==> config.mk <==
export PLATFORM = sky130hd
export DESIGN_NAME = pc_sel_ctrl_flat
export DESIGN_NICKNAME = d
export VERILOG_FILES = /design/src/rtl/pc_sel_ctrl_pkg.sv /design/src/rtl/pc_sel_ctrl_if.sv /design/src/rtl/pc_sel_ctrl_bht_2bit.sv /design/src/rtl/pc_sel_ctrl.sv /design/src/flat_wrapper.sv
export SDC_FILE = /design/constraint.sdc
export NUM_CORES = 1
export LEC_CHECK = 0
export BUFFER_PORTS_ARGS = -buffer_cell sky130_fd_sc_hd__clkbuf_2
export CORE_MARGIN = 4
export CORE_UTILIZATION = 50
export DETAILED_ROUTE_END_ITERATION = 10
export PLACE_DENSITY_LB_ADDON = 0.3
export SKIP_CTS_REPAIR_TIMING = 1
export SLEW_MARGIN = 20
export SYNTH_ARGS = -nofsm -noshare
export SYNTH_HDL_FRONTEND = slang
export SYNTH_SLANG_ARGS = --single-unit
==> constraint.sdc <==
create_clock -name clk -period 7.1 [get_ports clk]
set_input_delay 0.355 -clock clk [delete_from_list [all_inputs] [get_ports clk]]
set_output_delay 0.355 -clock clk [all_outputs]
set_load 0.02 [all_outputs]
==> src/rtl/pc_sel_ctrl_pkg.sv <==
// Shared next-PC select encodings and BHT counter helpers for the fetch sequencer
// and the next-PC mux.
package pc_sel_ctrl_pkg;

    localparam logic [2:0] NPC_SEQ    = 3'b000;
    localparam logic [2:0] NPC_BR_IF  = 3'b001;
    localparam logic [2:0] NPC_REC_ID = 3'b010;
    localparam logic [2:0] NPC_J_ID   = 3'b011;
    localparam logic [2:0] NPC_JR     = 3'b100;

    localparam logic [1:0] BHT_INIT = 2'b01;

    // Saturating 2-bit counter step: taken counts up to 3, not-taken down to 0.
    function automatic logic [1:0] sat_update(input logic [1:0] ctr, input logic taken);
        logic [1:0] r;
        r = ctr;
        if (taken && ctr != 2'b11) begin
            r = ctr + 2'b01;
        end else if (!taken && ctr != 2'b00) begin
            r = ctr - 2'b01;
        end
        return r;
    endfunction

endpackage

==> src/rtl/pc_sel_ctrl_if.sv <==
// Bundle of pipeline-side signals between the fetch/decode stages and the
// next-PC sequencing controller.
interface pc_sel_ctrl_if;

    logic        stall;
    logic [31:0] next_pc;
    logic        branch_IF;
    logic        branch_ID;
    logic        taken_ID;
    logic        jump_ID;
    logic        jr_ID;
    logic [2:0]  next_pc_sel;
    logic [31:0] pc;
    logic        flush_IF;
    logic        mispredict;
    logic [31:0] br_cnt;
    logic [31:0] mp_cnt;

    modport master (
        output stall, next_pc, branch_IF, branch_ID, taken_ID, jump_ID, jr_ID,
        input  next_pc_sel, pc, flush_IF, mispredict, br_cnt, mp_cnt
    );

    modport slave (
        input  stall, next_pc, branch_IF, branch_ID, taken_ID, jump_ID, jr_ID,
        output next_pc_sel, pc, flush_IF, mispredict, br_cnt, mp_cnt
    );

endinterface

==> src/rtl/pc_sel_ctrl_bht_2bit.sv <==
// Branch history table of 2-bit saturating counters: asynchronous read port,
// synchronous update port, no read-during-write bypass.
module bht_2bit
    import pc_sel_ctrl_pkg::*;
#(
    parameter int unsigned IDX_W = 6
) (
    input  logic             clk,
    input  logic             rst,
    input  logic [IDX_W-1:0] i_raddr,
    output logic [1:0]       o_rdata,
    input  logic             i_we,
    input  logic [IDX_W-1:0] i_waddr,
    input  logic             i_taken
);

    localparam int unsigned Entries = 2 ** IDX_W;

    logic [1:0] r_ctr [Entries];

    assign o_rdata = r_ctr[i_raddr];

    always_ff @(posedge clk or posedge rst) begin
        if (rst) begin
            for (int i = 0; i < Entries; i++) begin
                r_ctr[i] <= BHT_INIT;
            end
        end else if (i_we) begin
            r_ctr[i_waddr] <= sat_update(r_ctr[i_waddr], i_taken);
        end
    end

endmodule

==> src/rtl/pc_sel_ctrl.sv <==
// Next-PC sequencing controller: holds the fetch PC, predicts IF branches from
// the BHT, and selects ID-stage redirects with the matching IF flush.
module pc_sel_ctrl
    import pc_sel_ctrl_pkg::*;
#(
    parameter logic [31:0] RESET_PC  = 32'h0000_3000,
    parameter int unsigned BHT_IDX_W = 6
) (
    input logic          clk,
    input logic          rst,
    pc_sel_ctrl_if.slave bus
);

    logic [31:0]          r_pc;
    logic                 r_pred_ID;
    logic [BHT_IDX_W-1:0] r_idx_ID;
    logic [31:0]          r_br_cnt;
    logic [31:0]          r_mp_cnt;

    logic [BHT_IDX_W-1:0] w_idx;
    logic [1:0]           w_ctr;
    logic                 w_pred_IF;
    logic                 w_jr;
    logic                 w_jump;
    logic                 w_mispredict;
    logic                 w_redirect;
    logic                 w_resolve;
    logic [2:0]           w_sel;

    assign w_idx = r_pc[BHT_IDX_W+1:2];

    bht_2bit #(
        .IDX_W (BHT_IDX_W)
    ) u_bht (
        .clk     (clk),
        .rst     (rst),
        .i_raddr (w_idx),
        .o_rdata (w_ctr),
        .i_we    (w_resolve),
        .i_waddr (r_idx_ID),
        .i_taken (bus.taken_ID)
    );

    assign w_pred_IF    = bus.branch_IF & w_ctr[1];
    // Every ID-stage term is masked by stall so a held ID instruction cannot redirect.
    assign w_jr         = ~bus.stall & bus.jr_ID;
    assign w_jump       = ~bus.stall & bus.jump_ID;
    assign w_mispredict = ~bus.stall & bus.branch_ID & (bus.taken_ID != r_pred_ID);
    assign w_redirect   = w_jr | w_jump | w_mispredict;
    assign w_resolve    = ~bus.stall & bus.branch_ID;

    always_comb begin
        w_sel = NPC_SEQ;
        if (w_jr) begin
            w_sel = NPC_JR;
        end else if (w_mispredict) begin
            w_sel = NPC_REC_ID;
        end else if (w_jump) begin
            w_sel = NPC_J_ID;
        end else if (w_pred_IF) begin
            w_sel = NPC_BR_IF;
        end
    end

    always_ff @(posedge clk or posedge rst) begin
        if (rst) begin
            r_pc      <= RESET_PC;
            r_pred_ID <= 1'b0;
            r_idx_ID  <= '0;
        end else if (!bus.stall) begin
            r_pc      <= bus.next_pc;
            // A prediction fetched under a redirect is squashed, so it must not be judged in ID.
            r_pred_ID <= w_pred_IF & ~w_redirect;
            r_idx_ID  <= w_idx;
        end
    end

    always_ff @(posedge clk or posedge rst) begin
        if (rst) begin
            r_br_cnt <= '0;
            r_mp_cnt <= '0;
        end else if (w_resolve) begin
            r_br_cnt <= r_br_cnt + 32'd1;
            r_mp_cnt <= r_mp_cnt + {31'd0, w_mispredict};
        end
    end

    assign bus.next_pc_sel = w_sel;
    assign bus.pc          = r_pc;
    assign bus.flush_IF    = w_redirect;
    assign bus.mispredict  = w_mispredict;
    assign bus.br_cnt      = r_br_cnt;
    assign bus.mp_cnt      = r_mp_cnt;

endmodule
==> src/flat_wrapper.sv <==
// flat-port wrapper written by rule: the top's interface ports become plain ports
module pc_sel_ctrl_flat import pc_sel_ctrl_pkg::*;
#(
    parameter logic [31:0] RESET_PC  = 32'h0000_3000,
    parameter int unsigned BHT_IDX_W = 6
)
  (clk, rst, bus_stall, bus_next_pc, bus_branch_IF, bus_branch_ID, bus_taken_ID, bus_jump_ID, bus_jr_ID, bus_next_pc_sel, bus_pc, bus_flush_IF, bus_mispredict, bus_br_cnt, bus_mp_cnt);
  pc_sel_ctrl_if bus_i ();
  input logic clk;
  input logic rst;
  input wire logic [$bits(bus_i.stall)-1:0] bus_stall;
  input wire logic [$bits(bus_i.next_pc)-1:0] bus_next_pc;
  input wire logic [$bits(bus_i.branch_IF)-1:0] bus_branch_IF;
  input wire logic [$bits(bus_i.branch_ID)-1:0] bus_branch_ID;
  input wire logic [$bits(bus_i.taken_ID)-1:0] bus_taken_ID;
  input wire logic [$bits(bus_i.jump_ID)-1:0] bus_jump_ID;
  input wire logic [$bits(bus_i.jr_ID)-1:0] bus_jr_ID;
  output wire logic [$bits(bus_i.next_pc_sel)-1:0] bus_next_pc_sel;
  output wire logic [$bits(bus_i.pc)-1:0] bus_pc;
  output wire logic [$bits(bus_i.flush_IF)-1:0] bus_flush_IF;
  output wire logic [$bits(bus_i.mispredict)-1:0] bus_mispredict;
  output wire logic [$bits(bus_i.br_cnt)-1:0] bus_br_cnt;
  output wire logic [$bits(bus_i.mp_cnt)-1:0] bus_mp_cnt;
  assign bus_i.stall = bus_stall;
  assign bus_i.next_pc = bus_next_pc;
  assign bus_i.branch_IF = bus_branch_IF;
  assign bus_i.branch_ID = bus_branch_ID;
  assign bus_i.taken_ID = bus_taken_ID;
  assign bus_i.jump_ID = bus_jump_ID;
  assign bus_i.jr_ID = bus_jr_ID;
  assign bus_next_pc_sel = bus_i.next_pc_sel;
  assign bus_pc = bus_i.pc;
  assign bus_flush_IF = bus_i.flush_IF;
  assign bus_mispredict = bus_i.mispredict;
  assign bus_br_cnt = bus_i.br_cnt;
  assign bus_mp_cnt = bus_i.mp_cnt;
  pc_sel_ctrl #(.RESET_PC(RESET_PC), .BHT_IDX_W(BHT_IDX_W)) u_core (.clk(clk), .rst(rst), .bus(bus_i));
endmodule
==> results of run 1 <==
[layout by cell type, fill, tap and decap left out, types with 3 or more instances in the layout]
| master | count |
|---|---|
| or2_2 | 3 |
| and2_1 | 4 |
| dfstp_2 | 66 |
| nand3_1 | 22 |
| o221ai_1 | 5 |
| dfrtp_1 | 165 |
| xnor2_1 | 44 |
| and3b_1 | 5 |
| nor2b_1 | 8 |
| mux2_2 | 43 |
| nand4_1 | 13 |
| o22ai_1 | 4 |
| and3_1 | 10 |
| a22oi_1 | 6 |
| a221oi_1 | 23 |
| xor2_1 | 18 |
| o31ai_1 | 65 |
| a21boi_0 | 4 |
| clkbuf_2 | 140 |
| nand2_1 | 253 |
| ha_1 | 5 |
| clkbuf_16 | 25 |
| inv_1 | 15 |
| and4_1 | 4 |
| clkbuf_8 | 3 |
| nand2b_1 | 4 |
| clkinv_2 | 7 |
| nor3_1 | 4 |
| nor3_2 | 3 |
| clkbuf_1 | 10 |
| o21ai_0 | 67 |
| nor2_1 | 37 |
| mux2i_1 | 16 |
| mux4_2 | 28 |
| buf_4 | 14 |
| o21ai_1 | 6 |
[final timing paths]
path / startpoint / end / slack, ns / cells after the start
worst max-delay path: u_core.r_idx_ID[2] / u_core.u_bht.r_ctr[50] / 2.11 / 12
min in group clk: bus_next_pc[14] / u_core.bus.pc[14] / 0.08 / 2
max in group asynchronous: rst / u_core.u_bht.r_ctr[49] / 5.70 / 3
worst min register to register: u_core.u_bht.r_ctr[98] / u_core.u_bht.r_ctr[98] / 0.46 / 2
worst max register to register: u_core.r_idx_ID[2] / u_core.u_bht.r_ctr[50] / 2.11 / 12
worst min-delay path: rst / u_core.bus.br_cnt[23] / 0.006 / 2
[area by class of cell]
class	instances	area share, %
multi-input cells	728	38.50
flip-flops and latches	231	46.04
well taps	280	2.751
inverters	16	0.5699
clock inverters	7	0.2751
clock buffers	38	5.532
repair buffers	154	6.328
[power by group through the flow]
stage	Combinational [uW]	Clock (uW)	Sequential (uW)
2_1_floorplan	629	0	1800
3_3_place_gp	865	0	1850
3_5_place_dp	891	0	1850
4_1_cts	892	1210	1830
5_1_grt	981	1270	1870
6_report	892	1190	1840
[metal layers]
metal / GRT usage [%] / up-vias / share of wire (%)
met1: 33.91 / 4107 / 44
met2: 35.63 / 378 / 46
met4: 7.066 / 0 / 2.3
met5: 0 / - / 0
li1: - / 3908 / -
met3: 3.899 / 55 / 8.6
[logic make-up (layout without fill, tap and decap cells)]
| kind of cell | count (synthesis) | after routing | share of synthesized area [%] |
|---|---|---|---|
| AND/OR/NAND/NOR | 379 | 379 | 15.02 |
| flip-flops | 231 | 231 | 53.18 |
| AO/OA/AOI/OAI | 194 | 194 | 11.81 |
| multiplexers | 87 | 87 | 11.56 |
| buffers and inverters | 71 | 215 | 2.781 |
| XOR/XNOR | 63 | 63 | 5.073 |
| adder cells (fa/ha/maj) | 5 | 5 | 0.5675 |
[registers in the layout, summed over array words and instances, names as in the netlist]
register	flops
u_core.r_idx_ID	6
u_core.u_bht.r_ctr	128
u_core.bus.pc	32
u_core.r_pred_ID	1
u_core.bus.mp_cnt	32
u_core.bus.br_cnt	32
[worst reg2reg max path: cells and delay by family (launching register included)]
family	cells	cell delay (ns)
AO/OA/AOI/OAI	4	0.95
buffers and inverters	3	0.94
flip-flops	1	0.84
XOR/XNOR	1	0.81
multiplexers	2	0.73
AND/OR/NAND/NOR	1	0.42
adder cells (fa/ha/maj)	1	0.22
[stage by stage]
stage | setup slack [ns] | instances | area (sq um) | total power, uW | hold WS [ns]
after floorplan | 0.5213 | 1030 | 11020 | 2424 | 0.4418
after global placement | 2.283 | 1409 | 11980 | 2715 | 0.4512
after detailed placement | 2.153 | 1409 | 11990 | 2743 | 0.4558
after CTS | 2.111 | 1454 | 12730 | 3940 | 0.06027
after global routing | 1.800 | 1454 | 12730 | 4120 | 0.04883
final | 2.111 | 1454 | 12730 | 3923 | 0.006462
==> flow_summary_export.csv, run 1 <==
group,metric,value,unit
status,outcome,"completed",
timing,fmax,200.5,MHz
power_and_ir_drop,p_int,2636,uW
setup_path,critical_path_class,"flip-flop to flip-flop",
logic_synthesis,synthCells,1030,
setup_path,cp-start-kind,"flip-flop",
route,avgRoutedWirePerCell,19.65,um
floorplan,pin_count,141,
logic_synthesis,yosysWarnings,0,
logic_synthesis,ys_seq_area_share,53.18,%
logic_synthesis,synth_area_leader_cell,"dfrtp_1",
setup_path,critPathSlowestCell,"dfrtp_1",
floorplan,fp.dieH,156.5,um
setup_path,cp-end-kind,"flip-flop",
cells_and_area,drive_above_1_share,28.79,%
setup_path,path_cells,"buf_4 -> mux2i_1 -> o21ai_0 -> a211o_1 -> a211o_1 -> nor4b_4 -> inv_1 -> ha_1 -> mux2i_1 -> xor2_4 -> buf_4 -> o21ai_0",
global_routing,grt_pass1_vias,8257,
floorplan,die_w,156.5,um
logic_synthesis,ys_ff_latch,231,
global_routing,grt_first_pass_wirelength,45600,um
logic_synthesis,synth_area_leaders,"dfrtp_1 37%, dfstp_2 16%, nand2_1 8.6%",
power_and_ir_drop,pwr-share-comb,22.7,%
floorplan,die_area,24490,sq um
power_and_ir_drop,p_sw,1287,uW
logic_synthesis,async_reset_ff_share,100.0,%
route,vias,8448,
timing,finalSetupViolations,0,
cells_and_area,nets,1201,
cells_and_area,multi_input_area,4902,sq um
placement,hpwl,19150,um
floorplan,fp.coreArea,21760,sq um
clock_tree,cts_buffer_depth,3,
logic_synthesis,synth_edf_count,0,
floorplan,initial_core_util,50.67,%
cells_and_area,regArea,5863,sq um
power_and_ir_drop,p_per_area,308.1,nW/um^2
setup_path,critPathMaxStageDelay,0.84,ns
setup_path,cp.required,7.52,ns
logic_synthesis,synth.distinct_cells,50,
clock_tree,insertion_delay,0.51,ns
power_and_ir_drop,swShare,32.80,%
timing,fin_worst_skew,0.01164,ns
timing,post-route-period-util,70.26,%
logic_synthesis,synth_top_cells_by_count,"253 x nand2_1, 165 x dfrtp_1, 67 x o21ai_0, 66 x dfstp_2, 65 x o31ai_1",
logic_synthesis,yosysMostFrequentCell,"nand2_1",
global_routing,grtUsageTotal,23.13,%
timing,rsz0062_at_grt,"no",
timing,slew_headroom,22.77,%
power_and_ir_drop,p_seq_share,46.9,%
timing,hold_viol,0,
route,route.detailed.drc,0,
route,drtAntennaViolNets,0,
setup_path,cp_num_buf_inv,3,
route,drt_iter0_markers,751,
global_routing,overflow,0,
placement,routabilityCongestion,0.8972,
power_and_ir_drop,p_clk_share,30.3,%
logic_synthesis,syn_area,11020,sq um
job,drv_cap,0,
route,firstDrtPassIters,6,
power_and_ir_drop,vdd_ir_drop_max,0.0001820,V
floorplan,rows,54,
timing,fin_crit,4.989,ns
clock_tree,htree_levels,1,
cells_and_area,utilization,58.53,%
min_path,hold_path_class,"primary input to async pin",
global_routing,antenna_found_initial,0,
logic_synthesis,synth-main-ff-cell,"dfrtp_1",
route,vias_per_cell,5.810,
cells_and_area,syn2layout_area_growth,15.50,%
setup_path,arrival,5.41,ns
logic_synthesis,yosysTopAreaCellShare,37.45,%
clock_tree,clk_pin_slew,0.06,ns
clock_tree,cts-buffers-inserted,25,
timing,fin_tns_setup,0,ns
cells_and_area,fill_cells,1850,
route,routed_wl,28580,um
clock_tree,numClockSinks,231,
logic_synthesis,syn_area_per_cell,10.70,sq um
global_routing,grt_max_degree,160,
clock_tree,cts-root-buf,"clkbuf_16",
placement,io_buffers,140,
clock_tree,tritoncts,"built",
power_and_ir_drop,leakagePower,0.005623,uW
cells_and_area,diodes,0,
logic_synthesis,syn_nets,1075,
setup_path,path_delay_family,"compound AO/OA/AOI/OAI gates",
timing,final_max_slew_viol_count,0,
setup_path,path_max_fanout,38,
timing,tightest_slew,1.152,ns
Note: power is estimated with default switching activity, not from simulation.
==> run 2: changes to the inputs <==
Settings changed: ABC_AREA set to 1.
Clock period 7.1 ns to 4.4 ns, I/O delays scaled along.
==> flow_summary_export.csv, run 2 <==
group,metric,value,unit
logic_synthesis,ys_seq_area_share,46.42,%
logic_synthesis,synth.distinct_cells,25,
power_and_ir_drop,p_int,4607,uW
setup_path,cp_num_buf_inv,5,
placement,io_buffers,140,
clock_tree,cts-buffers-inserted,26,
power_and_ir_drop,p_clk_share,34.0,%
logic_synthesis,ys_ff_latch,231,
floorplan,rows,57,
timing,hold_viol,0,
route,drt_iter0_markers,1215,
clock_tree,cts-root-buf,"clkbuf_16",
global_routing,antenna_found_initial,0,
cells_and_area,top_register,"u_core.u_bht.r_ctr",
power_and_ir_drop,swShare,34.35,%
clock_tree,tritoncts,"built",
logic_synthesis,syn_area_per_cell,7.056,sq um
setup_path,arrival,3.74,ns
timing,fin_tns_setup,0,ns
cells_and_area,largest_register_ffs,128,
setup_path,path_delay_family,"simple AND/OR/NAND/NOR gates",
setup_path,critical_path_class,"flip-flop to flip-flop",
power_and_ir_drop,p_seq_share,41.2,%
logic_synthesis,synth_top_cells_by_count,"769 x nand2_1, 233 x nand3_1, 213 x inv_1, 165 x dfrtp_1, 95 x nor2_1",
global_routing,overflow,0,
route,route.detailed.drc,0,
timing,tightest_slew,0.9224,ns
floorplan,initial_core_util,51.33,%
clock_tree,numClockSinks,231,
global_routing,grt_max_degree,152,
floorplan,fp.coreArea,24600,sq um
cells_and_area,drive_above_1_share,14.95,%
power_and_ir_drop,p_per_area,468.0,nW/um^2
logic_synthesis,synth_area_leaders,"dfrtp_1 33%, nand2_1 23%, dfstp_2 14%",
timing,final_max_slew_viol_count,0,
route,firstDrtPassIters,7,
timing,rsz0062_at_grt,"no",
power_and_ir_drop,pwr-share-comb,24.8,%
power_and_ir_drop,vdd_ir_drop_max,0.0003399,V
cells_and_area,fill_cells,2172,
timing,fin_worst_skew,0.01765,ns
logic_synthesis,synth_compound_area_share,1.129,%
floorplan,die_area,27870,sq um
global_routing,grtUsageTotal,26.39,%
route,vias_per_cell,5.337,
logic_synthesis,synthXorXnorAreaFrac,4.091,%
placement,routabilityCongestion,0.9946,
cells_and_area,regArea,5864,sq um
cells_and_area,syn2layout_area_growth,18.70,%
setup_path,cp-end-kind,"flip-flop",
route,drtAntennaViolNets,0,
setup_path,cp-start-kind,"flip-flop",
power_and_ir_drop,leakagePower,0.007845,uW
global_routing,grt_pass1_vias,11717,
timing,finalSetupViolations,0,
logic_synthesis,synthAdderAreaFrac,0.4953,%
power_and_ir_drop,p_sw,2410,uW
logic_synthesis,syn_area,12630,sq um
setup_path,path_cells,"inv_2 -> buf_12 -> nand2_1 -> nand2_1 -> nand2_1 -> nand2_1 -> nand2_1 -> nand2_1 -> nand2_1 -> nand2_1 -> nor2_1 -> nand2_1 -> inv_1 -> ha_1 -> inv_1 -> a21oi_1 -> nand2_2 -> buf_4 -> nand3_1 -> nand2_1",
timing,setup_slack,1.091,ns
job,drv_cap,0,
timing,fin_crit,3.309,ns
logic_synthesis,async_reset_ff_share,100.0,%
cells_and_area,final_common_cell,"nand2_1",
setup_path,path_max_fanout,40,
logic_synthesis,synthSimpleGateAreaFrac,38.76,%
logic_synthesis,yosysMostFrequentCell,"nand2_1",
cells_and_area,final_cell_mix,"768 x nand2_1, 232 x nand3_1, 212 x inv_1",
cells_and_area,finalInstanceArea,14990,sq um
clock_tree,cts_buffer_depth,3,
placement,placed_area,13680,sq um
timing,post-route-period-util,75.21,%
floorplan,pin_count,141,
floorplan,die_w,166.9,um
setup_path,critPathSlowestCell,"dfrtp_2",
logic_synthesis,yosysTopAreaCellShare,32.69,%
status,outcome,"completed",
timing,slew_headroom,38.51,%
timing,fmax,302.2,MHz
clock_tree,htree_levels,1,
logic_synthesis,yosysWarnings,0,
cells_and_area,nets,1992,
floorplan,fp.dieH,166.9,um
logic_synthesis,synthMuxAreaShare,0,%
placement,dp_slack,1.173,ns
setup_path,worst_path_most_repeated_cell,"nand2_1",
clock_tree,clk_pin_slew,0.06,ns
min_path,hold_path_class,"primary input to flip-flop",
global_routing,grt_first_pass_wirelength,60810,um
clock_tree,insertion_delay,0.56,ns
logic_synthesis,synth_edf_count,0,
cells_and_area,multi_input_area,5625,sq um
setup_path,cp.required,4.83,ns
logic_synthesis,synth_top_family_by_area,"simple AND/OR/NAND/NOR gates",
logic_synthesis,synth-main-ff-cell,"dfrtp_1",
cells_and_area,diodes,0,
placement,hpwl,24770,um
logic_synthesis,synth_area_leader_cell,"dfrtp_1",
logic_synthesis,syn_nets,1835,
route,routed_wl,38290,um
setup_path,critPathMaxStageDelay,0.43,ns
route,vias,12228,
timing,whs,0.2028,ns
logic_synthesis,synthCells,1790,
route,avgRoutedWirePerCell,16.71,um
## run 2: final cells by class
cell class | count | area share (%)
flip-flops and latches | 231 | 39.11
repair buffers | 196 | 8.729
well taps | 324 | 2.704
clock buffers | 39 | 5.266
clock inverters | 9 | 1.135
inverters | 220 | 5.533
multi-input cells | 1272 | 37.52
## run 2: cells by family (layout without fill, tap and decap cells)
family / count (synthesis) / in the layout
simple gates: 1180 / 1180
xor+xnor: 59 / 59
fa+ha+maj: 5 / 5
compound gates: 28 / 28
flops: 231 / 231
buf+inv: 287 / 464
## run 2: worst paths after layout
path	depth (start not counted)	start	slack [ns]	to
min in group asynchronous	4	rst	0.34	u_core.bus.mp_cnt[16]
max in group asynchronous	4	rst	3.22	u_core.r_idx_ID[0]
setup reg to reg	20	u_core.r_idx_ID[0]	1.09	u_core.u_bht.r_ctr[71]
setup / recovery	20	u_core.r_idx_ID[0]	1.09	u_core.u_bht.r_ctr[71]
hold / removal	4	bus_stall	0.20	u_core.bus.pc[12]
hold reg to reg	2	u_core.u_bht.r_ctr[62]	0.46	u_core.u_bht.r_ctr[62]
## run 2: per-layer routing
metal	track usage, %	up-vias	share of wire [%]
met1	36.61	5682	41
met5	0	-	0
li1	-	5807	-
met4	9.676	0	4.3
met3	5.096	124	10
met2	41.46	615	44
## run 2: per-stage QoR
step | power (uW) | utilization [%] | instances
after floorplan | 3986 | - | 1790
after global placement | 4570 | 55.61 | 2208
after detailed placement | 4594 | 55.61 | 2208
after CTS | 6992 | 59.51 | 2256
after global routing | 7359 | 60.94 | 2291
final | 7017 | 60.94 | 2291
## run 2: power by group through the flow
stage          Clock, uW  Combinational, uW  Sequential, uW
2_1_floorplan          0               1100            2880
3_3_place_gp           0               1670            2900
3_5_place_dp           0               1690            2900
4_1_cts             2420               1690            2880
5_1_grt             2500               1930            2930
6_report            2380               1740            2890
## run 2: worst register-to-register path: stages (launching register included)
cell	delay (ns)
dfrtp_2	0.43
inv_2	0.36
buf_12	0.28
nand2_1	0.12
nand2_1	0.09
nand2_1	0.06
nand2_1	0.07
nand2_1	0.05
nand2_1	0.08
nand2_1	0.05
nand2_1	0.10
nor2_1	0.08
nand2_1	0.14
inv_1	0.06
ha_1	0.27
inv_1	0.05
a21oi_1	0.20
nand2_2	0.24
buf_4	0.31
nand3_1	0.09
nand2_1	0.08
==> run 3: changes to the inputs <==
Clock period 4.4 ns to 2.9 ns, I/O delays scaled along.
==> flow_summary_export.csv, run 3 (synthesized netlist as in run 2, its figures left out) <==
group,metric,value,unit
min_path,min_to,"u_core.bus.pc[13]",
floorplan,rows,57,
timing,final_max_slew_viol_count,0,
setup_path,cp-start-kind,"flip-flop",
cells_and_area,regArea,5866,sq um
clock_tree,tritoncts,"built",
cells_and_area,drive_above_1_share,16.63,%
global_routing,met2_usage,42.23,%
timing,post-route-period-util,95.70,%
clock_tree,numClockSinks,231,
timing,fmax,360.3,MHz
floorplan,die_area,27870,sq um
setup_path,arrival,3.20,ns
cells_and_area,instances_no_fill,2320,
global_routing,overflow,0,
global_routing,antenna_found_initial,0,
floorplan,initial_core_util,51.33,%
clock_tree,insertion_delay,0.55,ns
global_routing,grtUsageTotal,26.66,%
cells_and_area,fill_cells,2162,
global_routing,grt_max_degree,101,
cells_and_area,syn2layout_area_growth,21.26,%
placement,io_buffers,140,
job,drv_cap,0,
setup_path,r2r-start,"u_core.r_idx_ID[0]",
route,drtAntennaViolNets,0,
cells_and_area,nets,2020,
timing,fin_crit,2.775,ns
route,route.detailed.drc,0,
min_path,min_from,"bus_stall",
min_path,hold_path_class,"primary input to flip-flop",
cells_and_area,diodes,0,
setup_path,path_max_fanout,27,
clock_tree,cts-root-buf,"clkbuf_16",
global_routing,use_met1,36.79,%
route,firstDrtPassIters,6,
floorplan,fp.coreArea,24600,sq um
setup_path,cp-end-kind,"flip-flop",
placement,routabilityCongestion,0.9734,
route,vias_per_cell,5.400,
route,routed_wl,39270,um
global_routing,grt_first_pass_wirelength,61450,um
timing,fin_worst_skew,0.01595,ns
cells_and_area,utilization,62.25,%
power_and_ir_drop,leakagePower,0.008022,uW
floorplan,pin_count,141,
placement,hpwl,25050,um
cells_and_area,final_common_cell,"nand2_1",
clock_tree,clk_pin_slew,0.06,ns
setup_path,reg2regPathDepth,19,
global_routing,grt_busiest_layer,"met2",
timing,tightest_slew,0.7110,ns
timing,finalSetupViolations,0,
clock_tree,cts-buffers-inserted,27,
clock_tree,cts_buffer_depth,3,
route,drt_iter0_markers,1284,
clock_tree,htree_levels,1,
power_and_ir_drop,vdd_ir_drop_max,0.0006244,V
timing,hold_viol,0,
status,outcome,"completed",
floorplan,die_w,166.9,um
cells_and_area,top_register,"u_core.u_bht.r_ctr",
cells_and_area,final_cell_mix,"767 x nand2_1, 232 x nand3_1, 212 x inv_1",
route,vias,12529,
setup_path,r2r_end,"u_core.u_bht.r_ctr[37]",
global_routing,grt_util_met3,5.570,%
timing,slew_headroom,52.60,%
setup_path,critical_path_class,"flip-flop to flip-flop",
power_and_ir_drop,p_per_area,708.1,nW/um^2
route,avgRoutedWirePerCell,16.93,um
cells_and_area,multi_input_area,5647,sq um
setup_path,ff2ff_setup_slack,0.12,ns
placement,dp.cells,2232,
floorplan,fp.dieH,166.9,um
global_routing,grt_pass1_vias,11964,
setup_path,cp.required,3.32,ns
cells_and_area,largest_register_ffs,128,
min_path,hold_depth,4,
[run 3: cell types whose count changed in the layout (fill, tap and decap cells not counted), sizes merged]
cell and change:
buf +25, inv +1, bufinv -1, clkinvlp +2, clkbuf +2
[run 3: per-layer routing]
layer  wire length [um]  share of wire, %
met5                  0                 0
met4               1406               3.6
met3               4138                11
met2              18010                46
met1              15710                40
[run 3: cell type report]
type | count | area share, %
sequential | 231 | 38.30
multi-input combinational | 1272 | 36.87
timing repair buffer | 223 | 10.51
inverter | 220 | 5.473
clock buffer | 39 | 5.294
tap | 324 | 2.647
clock inverter | 11 | 0.9150
[run 3: worst max path at each step]
stage / start / end / slack, ns / depth (start not counted)
2_1_floorplan: rst / u_core.bus.br_cnt[0] / -0.21 / 1
3_3_place_gp: u_core.r_idx_ID[0] / u_core.u_bht.r_ctr[59] / 0.17 / 19
3_5_place_dp: u_core.r_idx_ID[0] / u_core.u_bht.r_ctr[118] / 0.08 / 21
4_1_cts: u_core.r_idx_ID[0] / u_core.u_bht.r_ctr[50] / 0.03 / 21
5_1_grt: u_core.r_idx_ID[0] / u_core.u_bht.r_ctr[50] / -0.06 / 20
6_report: u_core.r_idx_ID[0] / u_core.u_bht.r_ctr[37] / 0.12 / 19
[run 3: worst max-delay path, stage by stage, from the launching register on]
cell and delay [ns]:
dfrtp_2 0.49, inv_4 0.10, buf_12 0.18, nand2_1 0.08, nand2_1 0.07, nand2_1 0.07, nand2_1 0.07, nand2_1 0.06
nand2_1 0.05, nand2_1 0.07, nand2_1 0.06, nor2_2 0.16, nand2_2 0.12, ha_1 0.23, nor2_2 0.19, buf_4 0.14
nand2_2 0.12, buf_12 0.21, nand3_1 0.09, nand2_1 0.06
[run 3: metrics by stage]
step / setup TNS (ns) / total power [uW] / hold slack, ns / instance area (sq um) / setup slack (ns)
3_5_place_dp: 0 / 7112 / 0.1615 / 13930 / 0.07770
2_1_floorplan: -35.15 / 6048 / 0.2368 / 12630 / -0.2131
6_report: 0 / 10840 / 0.1297 / 15320 / 0.1247
5_1_grt: -0.6708 / 11370 / 0.1526 / 15320 / -0.05577
4_1_cts: 0 / 10730 / -0.4104 / 14880 / 0.03359
3_3_place_gp: 0 / 7066 / 0.1536 / 13930 / 0.1682
[run 3: where the power goes]
part           leakage [uW]  switching [uW]  total [uW]  internal, uW
clock network      0.000472            1390        3600          2200
logic               0.00477            1890        2880           982
registers           0.00278             453        4370          3920
total               0.00802            3740       10800          7100
